[config.mk]
export PLATFORM = sky130hd
export DESIGN_NAME = skinny_sbox_layer_isw1_serial
export DESIGN_NICKNAME = d
export VERILOG_FILES = /design/src/rtl/skinny_isw1_pkg.sv /design/src/rtl/skinny_sbox8_isw1_pini_non_pipelined.sv /design/src/rtl/skinny_sbox_layer_isw1_serial.sv
export SDC_FILE = /design/constraint.sdc
export NUM_CORES = 1
export LEC_CHECK = 0
export CAP_MARGIN = 20
export CELL_PAD_IN_SITES_DETAIL_PLACEMENT = 1
export CELL_PAD_IN_SITES_GLOBAL_PLACEMENT = 1
export CORE_AREA = 2 2 263 265
export CTS_BUF_LIST = sky130_fd_sc_hd__clkbuf_8 sky130_fd_sc_hd__clkbuf_16
export CTS_CLUSTER_DIAMETER = 60
export DETAILED_ROUTE_END_ITERATION = 8
export DIE_AREA = 0 0 265 267
export PLACE_DENSITY_LB_ADDON = 0.25
export SLEW_MARGIN = 20
export SYNTH_ARGS = -nofsm -noshare
export SYNTH_HDL_FRONTEND = slang
export SYNTH_SLANG_ARGS = --single-unit
[constraint.sdc]
create_clock -name clk -period 6 [get_ports clk]
set_input_delay 1.2 -clock clk [delete_from_list [all_inputs] [get_ports clk]]
set_output_delay 1.2 -clock clk [all_outputs]
set_load 0.01 [all_outputs]
[src/rtl/skinny_isw1_pkg.sv]
// Shared constants, state encoding and linear S-box helpers for the serial
// first-order masked SKINNY S-box layer.
package skinny_isw1_pkg;

   localparam int NBYTES   = 16;
   localparam int SBOX_LAT = 8;

   typedef enum logic [1:0] {
      IDLE  = 2'd0,
      LOAD  = 2'd1,
      WAIT  = 2'd2,
      STORE = 2'd3
   } state_e;

   // Bit permutation applied between the four nonlinear rounds of S8.
   function automatic logic [7:0] sbox_perm(input logic [7:0] x);
      return {x[2], x[1], x[7], x[6], x[4], x[0], x[3], x[5]};
   endfunction

   // Final output swap of bits 1 and 2.
   function automatic logic [7:0] sbox_swap(input logic [7:0] x);
      return {x[7:3], x[1], x[2], x[0]};
   endfunction

endpackage

[src/rtl/skinny_sbox8_isw1_pini_non_pipelined.sv]
// Two-share SKINNY 8-bit S-box: four masked NOR/XOR rounds, each split into a
// product stage and a compression stage, giving an 8-cycle settle time.
module skinny_sbox8_isw1_pini_non_pipelined
   import skinny_isw1_pkg::*;
(
   input  logic        clk,
   input  logic [7:0]  si1,
   input  logic [7:0]  si0,
   input  logic [15:0] r,
   output logic [7:0]  bo1,
   output logic [7:0]  bo0
);

   logic [4:0][7:0] lin0;
   logic [4:0][7:0] lin1;

   assign lin0[0] = si0;
   assign lin1[0] = si1;

   for (genvar k = 0; k < 4; k++) begin : g_round
      logic [1:0] a0, a1, b0, b1, ra, rb, c0, c1;
      logic [7:0] m0, m1;
      (* keep = "true" *) logic [7:0] x0_q, x1_q, y0_q, y1_q;
      (* keep = "true" *) logic [1:0] z0_q, z1_q, t01_q, t10_q;

      // The complemented NOR inputs are negated on share 0 only.
      assign a0 = ~{lin0[k][6], lin0[k][2]};
      assign a1 =  {lin1[k][6], lin1[k][2]};
      assign b0 = ~{lin0[k][7], lin0[k][3]};
      assign b1 =  {lin1[k][7], lin1[k][3]};
      assign ra = {r[4*k+2], r[4*k]};
      assign rb = {r[4*k+3], r[4*k+1]};

      always_ff @(posedge clk) begin
         x0_q  <= lin0[k];
         x1_q  <= lin1[k];
         z0_q  <= (a0 & b0) ^ ra ^ rb;
         z1_q  <= a1 & b1;
         t01_q <= (a0 & b1) ^ ra;
         t10_q <= (a1 & b0) ^ rb;
      end

      assign c0 = z0_q;
      assign c1 = z1_q ^ t01_q ^ t10_q;
      assign m0 = x0_q ^ {3'b000, c0[1], 3'b000, c0[0]};
      assign m1 = x1_q ^ {3'b000, c1[1], 3'b000, c1[0]};

      always_ff @(posedge clk) begin
         y0_q <= (k == 3) ? sbox_swap(m0) : sbox_perm(m0);
         y1_q <= (k == 3) ? sbox_swap(m1) : sbox_perm(m1);
      end

      assign lin0[k+1] = y0_q;
      assign lin1[k+1] = y1_q;
   end

   assign bo0 = lin0[4];
   assign bo1 = lin1[4];

endmodule

[src/rtl/skinny_sbox_layer_isw1_serial.sv]
// Serial masked SKINNY S-box layer: bytes 0..NBYTES-1 pass one at a time
// through a single two-share S-box, each with its own fresh 16-bit mask.
//
// state | meaning
// IDLE  | waiting for start; so1/so0 keep the last result
// LOAD  | waiting on rnd_valid to load byte idx and mask into holding regs
// WAIT  | S-box settling for SBOX_LAT cycles
// STORE | S-box output shares written to byte idx of so1/so0
module skinny_sbox_layer_isw1_serial #(
   parameter int NBYTES   = skinny_isw1_pkg::NBYTES,
   parameter int SBOX_LAT = skinny_isw1_pkg::SBOX_LAT
) (
   input  logic                clk,
   input  logic                rst_n,
   input  logic                start,
   input  logic [8*NBYTES-1:0] si1,
   input  logic [8*NBYTES-1:0] si0,
   input  logic [15:0]         rnd,
   input  logic                rnd_valid,
   output logic                rnd_ready,
   output logic [8*NBYTES-1:0] so1,
   output logic [8*NBYTES-1:0] so0,
   output logic                busy,
   output logic                done
);
   import skinny_isw1_pkg::*;

   localparam int CW = $clog2(SBOX_LAT + 1);
   localparam int IW = (NBYTES > 1) ? $clog2(NBYTES) : 1;

   (* keep = "true" *) state_e              state_q;
   (* keep = "true" *) logic [8*NBYTES-1:0] st1_q, st0_q;
   (* keep = "true" *) logic [IW-1:0]       idx_q;
   (* keep = "true" *) logic [CW-1:0]       wcnt_q;
   (* keep = "true" *) logic [7:0]          hold1_q, hold0_q;
   (* keep = "true" *) logic [15:0]         hold_rnd_q;
   (* keep = "true" *) logic [8*NBYTES-1:0] so1_q, so0_q;
   (* keep = "true" *) logic                done_q;
   logic [7:0] bo1, bo0;

   skinny_sbox8_isw1_pini_non_pipelined u_sbox (
      .clk (clk),
      .si1 (hold1_q),
      .si0 (hold0_q),
      .r   (hold_rnd_q),
      .bo1 (bo1),
      .bo0 (bo0)
   );

   always_ff @(posedge clk) begin
      if (!rst_n) begin
         state_q    <= IDLE;
         st1_q      <= '0;
         st0_q      <= '0;
         idx_q      <= '0;
         wcnt_q     <= '0;
         hold1_q    <= '0;
         hold0_q    <= '0;
         hold_rnd_q <= '0;
         so1_q      <= '0;
         so0_q      <= '0;
         done_q     <= 1'b0;
      end else begin
         done_q <= 1'b0;
         case (state_q)
            IDLE: if (start) begin
               st1_q   <= si1;
               st0_q   <= si0;
               idx_q   <= '0;
               state_q <= LOAD;
            end
            LOAD: if (rnd_valid) begin
               hold1_q    <= st1_q[8*idx_q +: 8];
               hold0_q    <= st0_q[8*idx_q +: 8];
               hold_rnd_q <= rnd;
               wcnt_q     <= '0;
               state_q    <= WAIT;
            end
            WAIT: begin
               if (wcnt_q == CW'(SBOX_LAT - 1)) state_q <= STORE;
               else                             wcnt_q  <= wcnt_q + 1'b1;
            end
            STORE: begin
               so1_q[8*idx_q +: 8] <= bo1;
               so0_q[8*idx_q +: 8] <= bo0;
               if (idx_q == IW'(NBYTES - 1)) begin
                  done_q  <= 1'b1;
                  state_q <= IDLE;
               end else begin
                  idx_q   <= idx_q + 1'b1;
                  state_q <= LOAD;
               end
            end
            default: state_q <= IDLE;
         endcase
      end
   end

   assign rnd_ready = (state_q == LOAD) && rnd_valid;
   assign busy      = (state_q != IDLE);
   assign done      = done_q;
   assign so1       = so1_q;
   assign so0       = so0_q;

endmodule

==> key figures, run 1 <==
Status
  – Status: complete, no violations

STA
  – Final min period: 4110 ps
  – Max-slew violations: 0
  – Rel. slew slack: 22.8%
  – Setup WS post-layout: 1890 ps
  – Setup TNS: 0 ps
  – Worst clock skew: 23.8 ps
  – Fin crit share: 68.5%
  – Max Clk Rate: 243 MHz
  – Final setup vio count: 0
  – RSZ-0062 raised after global routing: no
  – Slew @ Worst Pin: 1160 ps
  – Hold Vio Cnt, Final: 0
  – Hold slack: 310 ps

CTS
  – CTS buffer count: 78
  – Hold_buf cts: 0
  – H-tree depth: 3
  – Worst-path clk slew: 60 ps
  – Post-CTS setup buffers: 0
  – Worst-skew pair later-pin latency: 620 ps
  – CTS tree: built
  – PostCTS Resize Cnt: 0
  – Root Driver: clkbuf_16
  – Clock sink count: 715
  – CTS Buffer Depth: 3

Die
  – Die X: 265 um
  – Starting Density: 41.6%
  – Die Area: 0.0708 sq mm
  – Die Y-Extent: 267 um
  – Io pins: 535
  – Core Region: 0.0680 sq mm
  – Row count: 96

Final layout
  – Share of cells above drive strength 1: 8.08%
  – Layout Nets: 3,531
  – Design Area, Final: 0.0346 sq mm
  – Fill cell count: 7,588
  – Synth-to-Final Area Change: 22.5%

Routing
  – WL final: 88,700 um
  – Vias: 21,800
  – Vias per cell: 5.20
  – First-pass detailed-route iteration total: 5
  – WL/cell: 21.1 um
  – Initial DRC Count: 1,208
  – DRC: 0
  – Antenna Nets Post-Route: 0

Place
  – Final HPWL DP: 61,000 um
  – Number of port buffers: 534
  – Placed cell areas: 0.0320 sq mm
  – Placer Congestion: 0.806
  – Post-placement setup slack: 1820 ps

Global route
  – Total grt overflow: 0
  – Largest net degree at the start of global routing: 210
  – Initial antenna violation count: 15
  – Vias in the first global route: 22,800
  – GRT Util Overall: 24.3%
  – First-pass GRT wire length: 133,000 um

Critical path
  – Cell count along the critical path: 6
  – CP max stage delay: 600 ps
  – Worst Path Buf+Inv: 5
  – Crit path arrival time: 2910 ps
  – Slowest-stage cell, CP: clkdlybuf4s50_1
  – Crit-path cells: clkdlybuf4s50_1 > nand2_2 > buf_4 > clkinv_1 > buf_4 > clkdlybuf4s50_1
  – Worst r2r src: idx_q[1]$_SDFFE_PN0P_
  – Setup CP Type: in2out
  – CP endpoint kind: primary output
  – Startpoint types: input pin
  – Reg2Reg Setup Slack: 2190 ps
  – Worst r2r dst: so0[107]$_SDFFE_PN0P_
  – Crit path max-delay family: buffers and inverters
  – CP endpoint: rnd_ready
  – Worst Setup SP: rnd_valid
  – CP max FO: 19
  – Worst Path Required: 4800 ps
  – Worst r2r path cells: 6

Power
  – P_leak: 12.6 nW
  – Maximum vdd drop: 0.186 mV
  – P per Cell Area: 382 mW/mm^2

Synthesis
  – Synth warnings: 0
  – Avg Synthesized Cell Area: 9.13 sq um
  – Syn nets: 3,383
  – Synth Cell Area: 0.0283 sq mm
  – Post-Syn Instances: 3,095

Min path
  – Worst hold path type: reg2reg

Run
  – MaxCap Viol Count: 0
==> placed cells by master (no fill, tap or decap), types with 4 or more instances in the layout <==
cell type        count
diode_2             11
dfxtp_1            712
mux2_2              16
a22oi_2              5
bufinv_16            7
o21ai_1             16
clkinv_4             4
xnor2_1             54
buf_12               5
ha_1                12
nand4_1             42
clkbuf_16           79
mux2i_1             95
mux4_2              64
a21oi_1            453
o21ai_0              4
nand3_1            134
and2_1              12
o211a_2              5
buf_4                9
nand2_1            787
and3_1              19
clkbuf_8             9
a22oi_1             11
nand2b_1            48
nor2_1              49
xor2_1              16
inv_1               14
clkdlybuf4s50_1    533
clkinvlp_4           4
nor3_1               4
clkinv_2            22
==> layout make-up <==
cell class	instances	area, sq um	area share [%]
Timing Repair Buffer	549	5540	16.0
Inverter	9	43.8	0.127
Clock inverter	52	489	1.41
Clock buffer	88	2100	6.07
Antenna cell	11	27.5	0.0795
Sequential cell	715	14300	41.4
Multi-Input combinational cell	1890	11000	31.7
Tap cell	882	1100	3.19
==> power breakdown <==
group	internal [mW]	leakage [nW]	switching [mW]
combinational	0.943	5.46	1.43
clock	2.83	1.32	2.01
sequential	5.36	5.82	0.661
total	9.13	12.6	4.10
==> per-layer routing <==
metal	vias up	GRT usage [%]	share of wire, %
met5	-	0	0.095
met3	165	4.56	5.1
met4	12	8.98	3.0
met2	557	44.4	52
met1	10700	28.1	40
li1	10400	-	-
==> how the worst min path moves through the flow <==
stage                                            startpoint                           endpoint  slack, ps  depth (start not counted)
after floorplan           u_sbox.g_round[3].x0_q[2]$_DFF_P_              u_sbox.bo0[1]$_DFF_P_        310                          0
after global placement    u_sbox.g_round[3].x1_q[5]$_DFF_P_              u_sbox.bo1[5]$_DFF_P_        310                          0
after detailed placement  u_sbox.g_round[2].x1_q[5]$_DFF_P_  u_sbox.g_round[2].y1_q[0]$_DFF_P_        310                          0
after CTS                 u_sbox.g_round[0].x1_q[5]$_DFF_P_  u_sbox.g_round[0].y1_q[0]$_DFF_P_        320                          0
after global routing      u_sbox.g_round[0].x1_q[5]$_DFF_P_  u_sbox.g_round[0].y1_q[0]$_DFF_P_        330                          0
final                     u_sbox.g_round[0].x1_q[5]$_DFF_P_  u_sbox.g_round[0].y1_q[0]$_DFF_P_        310                          0
==> sequential cells by signal, summed over array words and instances, names as in the netlist, 2 cells and up <==
name and count:
u_sbox.g_round.x0_q 32, u_sbox.g_round.t01_q 8, u_sbox.bo1 8, u_sbox.g_round.y1_q 24, u_sbox.bo0 8, st0_q 128, st1_q 128, hold0_q 8
u_sbox.g_round.y0_q 24, idx_q 4, u_sbox.g_round.x1_q 32, so0 128, u_sbox.g_round.z1_q 8, hold_rnd_q 16, u_sbox.g_round.t10_q 8, u_sbox.g_round.z0_q 8
so1 128, state_q 2, hold1_q 8, wcnt_q 4
==> per-stage QoR <==
step	total power, mW	std cells	utilization (%)
after global placement	8.35	4043	47.0
after global routing	13.8	4192	50.9
after CTS	13.3	4184	50.8
after detailed placement	8.49	4044	47.0
final	13.2	4196	50.9
after floorplan	7.45	3095	-
(Power assumes the default switching activity.)
==> run 2: changes to the inputs <==
CORE_AREA = 2 2 273 275   (was 2 2 263 265)
DIE_AREA = 0 0 275 277   (was 0 0 265 267)
clock period = 4.25 ns   (was 6 ns; I/O delays follow)
==> key figures, run 2 (synthesized netlist as in run 1, its figures left out) <==
Status
  – Status: complete, no violations

Critical path
  – Worst Setup SP: idx_q[0]$_SDFFE_PN0P_
  – Setup CP Type: reg2reg
  – Worst Path Required: 4790 ps (about the same)
  – Crit path arrival time: 3640 ps (+730 ps)
  – CP endpoint kind: flip-flop
  – CP max FO: 32 (+13)
  – Startpoint types: flip-flop
  – Worst r2r src: idx_q[0]$_SDFFE_PN0P_

Die
  – Die X: 275 um (+3.8%)
  – Starting Density: 38.4% (-3.2 points)
  – Die Area: 0.0762 sq mm (+7.7%)
  – Row count: 100 (+4.2%)
  – Io pins: 535 (unchanged)
  – Core Region: 0.0736 sq mm (+8.2%)
  – Die Y-Extent: 277 um (+3.7%)

Global route
  – Total grt overflow: 0 (unchanged)
  – Largest net degree at the start of global routing: 205 (-2.4%)
  – Initial antenna violation count: 11 (-4)
  – First-pass GRT wire length: 136,000 um (+1.7%)
  – GRT Util Overall: 23.0% (-1.3 points)
  – Vias in the first global route: 23,000 (+0.92%)

Place
  – Placer Congestion: 0.821 (+1.9%)
  – Placed cell areas: 0.0321 sq mm (+0.50%)
  – Number of port buffers: 534 (unchanged)
  – Final HPWL DP: 62,300 um (+2.2%)

STA
  – Max-slew violations: 0 (unchanged)
  – Final setup vio count: 0 (unchanged)
  – Setup TNS: 0 ps (unchanged)
  – Worst clock skew: 26.3 ps (+2.50 ps)
  – Fin crit share: 73.1%
  – Hold Vio Cnt, Final: 0 (unchanged)
  – RSZ-0062 raised after global routing: no
  – Max Clk Rate: 322 MHz
  – Rel. slew slack: 24.8% (+2.0 points)
  – Final min period: 3110 ps
  – Slew @ Worst Pin: 1130 ps (-29.5 ps)

CTS
  – CTS buffer count: 79 (+1.3%)
  – Post-CTS setup buffers: 0 (unchanged)
  – Root Driver: clkbuf_16
  – Worst-skew pair later-pin latency: 630 ps (about the same)
  – Hold_buf cts: 0 (unchanged)
  – CTS tree: built
  – Worst-path clk slew: 60 ps (about the same)
  – PostCTS Resize Cnt: 0 (unchanged)
  – H-tree depth: 3 (unchanged)
  – CTS Buffer Depth: 3 (unchanged)
  – Clock sink count: 715 (unchanged)

Routing
  – Initial DRC Count: 1,304 (+7.9%)
  – Vias per cell: 5.07 (-2.5%)
  – WL/cell: 20.9 um (-1.4%)
  – Antenna Nets Post-Route: 0 (unchanged)
  – First-pass detailed-route iteration total: 5 (unchanged)
  – Vias: 21,700 (-0.46%)
  – DRC: 0 (unchanged)
  – WL final: 89,400 um (+0.76%)

Final layout
  – Synth-to-Final Area Change: 22.8%
  – Design Area, Final: 0.0347 sq mm (+0.22%)
  – Fill cell count: 8,342 (+9.9%)
  – Share of cells above drive strength 1: 7.97% (-0.11 points)
  – Most frequent cells in the layout: nand2_1, dfxtp_1, clkdlybuf4s50_1
  – Commonest non-fill, non-tap cell in the layout: nand2_1
  – Layout Nets: 3,539 (+0.23%)

Power
  – Sequential Power Share: 45.8% (+0.3 points)
  – P_leak: 12.6 nW (+0.34%)
  – Share of power burned in combinational logic: 18.3% (+0.4 points)
  – Net Switching: 5.81 mW (+42%)
  – Maximum vdd drop: 0.356 mV (+91%)
  – P per Cell Area: 533 mW/mm^2 (+39%)
  – Clock share of power: 35.9% (-0.7 points)
  – Switching Fraction: 31.4% (+0.48 points)
  – Int Pwr: 12.7 mW (+39%)

Min path
  – Worst hold start: u_sbox.g_round[3].x1_q[2]$_DFF_P_
  – Worst hold path type: reg2reg

Run
  – MaxCap Viol Count: 0 (unchanged)
-- run 2: layout make-up --
class / count / area [sq um] / share of cell area, %
antenna: 4 / 10.0 / 0.0289
clock buffer: 92 / 2160 / 6.21
inverter: 9 / 43.8 / 0.126
tap: 969 / 1210 / 3.49
multi-input combinational: 1890 / 11000 / 31.7
clock inverter: 51 / 397 / 1.14
sequential: 715 / 14300 / 41.3
timing repair buffer: 556 / 5570 / 16.0
-- run 2: through the flow --
step	power (mW)	utilization, %	setup slack, ps	hold WS (ps)	instances
2_1_floorplan	10.5	-	1710	310	3095
3_3_place_gp	11.8	43.7	1060	311	4139
3_5_place_dp	12.0	43.7	913	313	4139
4_1_cts	18.7	47.1	899	326	4282
5_1_grt	19.4	47.1	947	332	4284
6_report	18.5	47.2	1140	324	4286
-- run 2: routing by layer --
layer / up-vias / wire [um] / track usage, %
met5: - / 96 / 0
met1: 10600 / 35800 / 27.0
met3: 169 / 4110 / 3.97
li1: 10400 / - / -
met4: 14 / 3260 / 9.08
met2: 560 / 46200 / 41.2
-- run 2: path summary, 6_finish.rpt --
kind                            to  slack (ps)  depth (start not counted)
max          so1[112]$_SDFFE_PN0P_        1140                          6
min          u_sbox.bo1[1]$_DFF_P_         320                          0
min reg2reg  u_sbox.bo1[1]$_DFF_P_         320                          0
max reg2reg  so1[112]$_SDFFE_PN0P_        1140                          6
-- run 2: power by group through the flow --
stage          Combinational [mW]  Sequential [mW]  Clock (mW)
2_1_floorplan                2.52             8.00           0
3_3_place_gp                 3.31             8.53           0
3_5_place_dp                 3.41             8.61           0
4_1_cts                      3.43             8.47        6.81
5_1_grt                      3.74             8.55        7.09
6_report                     3.38             8.47        6.64
-- run 2: worst max-delay path, stage by stage (launching register included) --
cell and delay, ps:
dfxtp_4 510, inv_4 200, ha_1 380, nor2b_1 850, o211a_2 700, nand3_1 170, a21oi_1 200
==> run 3: changes to the inputs <==
clock period = 3.1 ns   (was 4.25 ns; I/O delays follow)
==> key figures, run 3 (synthesized netlist as in run 1, its figures left out) <==
Status
  – Status: complete, no violations

Critical path
  – Worst Path Required: 2480 ps (-2310 ps)
  – Startpoint types: flip-flop
  – CP endpoint kind: primary output
  – Setup CP Type: reg2out
  – Worst r2r src: idx_q[0]$_SDFFE_PN0P_
  – Reg2Reg Setup Slack: 390 ps (-750 ps)
  – Crit path arrival time: 2170 ps (-1470 ps)
  – Worst r2r path cells: 6 (unchanged)
  – Worst r2r dst: so1[27]$_SDFFE_PN0P_
  – CP max FO: 5 (-84%)

Place
  – Placer Congestion: 0.822 (+0.16%)
  – Placed cell areas: 0.0324 sq mm (+0.93%)
  – Number of port buffers: 534 (unchanged)
  – Final HPWL DP: 63,700 um (+2.2%)
  – Post-placement setup slack: 408 ps (-504 ps)

Die
  – Io pins: 535 (unchanged)
  – Die Area: 0.0762 sq mm (unchanged)
  – Row count: 100 (unchanged)
  – Die Y-Extent: 277 um (unchanged)
  – Die X: 275 um (unchanged)
  – Starting Density: 38.4% (unchanged)
  – Core Region: 0.0736 sq mm (unchanged)

Min path
  – Worst hold start: u_sbox.g_round[3].x0_q[2]$_DFF_P_
  – End of the worst hold path: u_sbox.bo0[1]$_DFF_P_
  – Hold depth: 0 (unchanged)
  – Worst hold path type: reg2reg

CTS
  – Hold_buf cts: 0 (unchanged)
  – Post-CTS setup buffers: 0 (unchanged)
  – Worst-skew pair later-pin latency: 600 ps (-30 ps)
  – CTS tree: built
  – PostCTS Resize Cnt: 0 (unchanged)
  – Clock sink count: 715 (unchanged)
  – CTS Buffer Depth: 3 (unchanged)
  – Worst-path clk slew: 60 ps (about the same)
  – Root Driver: clkbuf_16
  – CTS buffer count: 77 (-2.5%)
  – H-tree depth: 3 (unchanged)

Routing
  – WL final: 89,800 um (+0.45%)
  – Vias: 22,000 (+1.1%)
  – Antenna Nets Post-Route: 0 (unchanged)
  – Top routing layer in use: met5
  – First-pass detailed-route iteration total: 5 (unchanged)
  – Met1 WL: 36,300 um (+1.4%)
  – Met2 routed WL: 46,900 um (+1.6%)
  – Vias per cell: 5.10 (+0.54%)
  – Met3 routed WL: 3960 um (-3.6%)
  – Initial DRC Count: 1,222 (-6.3%)
  – WL/cell: 20.8 um (-0.14%)
  – DRC: 0 (unchanged)

Final layout
  – Design Area, Final: 0.0349 sq mm (+0.62%)
  – Layout Nets: 3,569 (+0.85%)
  – Area of the multi-input gates: 0.0110 sq mm (-0.13%)
  – Share of cells above drive strength 1: 8.66% (+0.69 points)
  – Commonest non-fill, non-tap cell in the layout: nand2_1
  – Synth-to-Final Area Change: 23.5%
  – Most frequent cells in the layout: nand2_1, dfxtp_1, clkdlybuf4s50_1
  – Fill cell count: 8,258 (-1.0%)
  – Storage element area: 0.0143 sq mm (unchanged)

STA
  – Hold slack: 323 ps (-0.260 ps)
  – Rel. slew slack: 35.3% (+11 points)
  – Slew @ Worst Pin: 968 ps (-158 ps)
  – Hold Vio Cnt, Final: 0 (unchanged)
  – Max Clk Rate: 358 MHz
  – Setup TNS: 0 ps (unchanged)
  – Max-slew violations: 0 (unchanged)
  – RSZ-0062 raised after global routing: no
  – Worst clock skew: 20.4 ps (-5.96 ps)
  – Final min period: 2790 ps
  – Final setup vio count: 0 (unchanged)
  – Fin crit share: 90.1%
  – Setup WS post-layout: 306 ps (-839 ps)

Power
  – P per Cell Area: 730 mW/mm^2 (+37%)
  – Maximum vdd drop: 0.378 mV (+6.1%)
  – P_leak: 12.8 nW (+1.1%)
  – Total power: 25.5 mW (+38%)

Global route
  – Largest net degree at the start of global routing: 146 (-29%)
  – GRT Util Overall: 23.1% (+0.072 points)
  – Initial antenna violation count: 8 (-3)
  – First-pass GRT wire length: 136,000 um (+0.46%)
  – Total grt overflow: 0 (unchanged)
  – Vias in the first global route: 23,100 (+0.23%)

Run
  – MaxCap Viol Count: 0 (unchanged)
run 3: cell types whose count changed in the layout (fill, tap and decap cells not counted), sizes merged:
cell / delta
clkinv: -11
buf: +32
clkbuf: +2
bufinv: +2
run 3: worst max-delay path by stage:
stage                            to  depth (start not counted)  slack (ps)                    start
2_1_floorplan  so0[63]$_SDFFE_PN0P_                         11         560    idx_q[0]$_SDFFE_PN0P_
3_3_place_gp              rnd_ready                          4         540                rnd_valid
3_5_place_dp   so1[27]$_SDFFE_PN0P_                          6         410    idx_q[0]$_SDFFE_PN0P_
4_1_cts                        busy                          4         250  state_q[0]$_SDFFE_PN0P_
5_1_grt                        busy                          4         200  state_q[0]$_SDFFE_PN0P_
6_report                       busy                          4         310  state_q[0]$_SDFFE_PN0P_
run 3: stage by stage:
step                      utilization, %  cells
after floorplan                        -   3095
after global placement              44.1   4171
after detailed placement            44.1   4171
after CTS                           47.4   4307
after global routing                47.4   4310
final                               47.4   4311
run 3: area by class of cell:
cell class              count  area share (%)
flip-flops and latches    715            41.0
multi-input cells        1890            31.4
repair buffers            588            16.8
clock inverters            42           0.910
well taps                 969            3.47
diodes                      4          0.0287
inverters                   9           0.125
clock buffers              94            6.19
run 3: power by group:
| part | internal (mW) | switching (mW) |
|---|---|---|
| Combinational | 1.99 | 3.27 |
| Sequential | 10.4 | 0.859 |
| Clock | 5.27 | 3.71 |
| Total | 17.6 | 7.84 |
run 3: critical path, cell delays in order (launching register included):
cell and delay (ps):
dfxtp_1 390, inv_1 110, ha_1 350, inv_1 160, clkdlybuf4s50_1 560
run 3: per-layer routing:
metal | global-route usage (%) | up-vias
li1 | - | 10400
met1 | 27.4 | 10900
met2 | 42.3 | 538
met3 | 3.26 | 145
met4 | 7.44 | 8
met5 | 0 | -
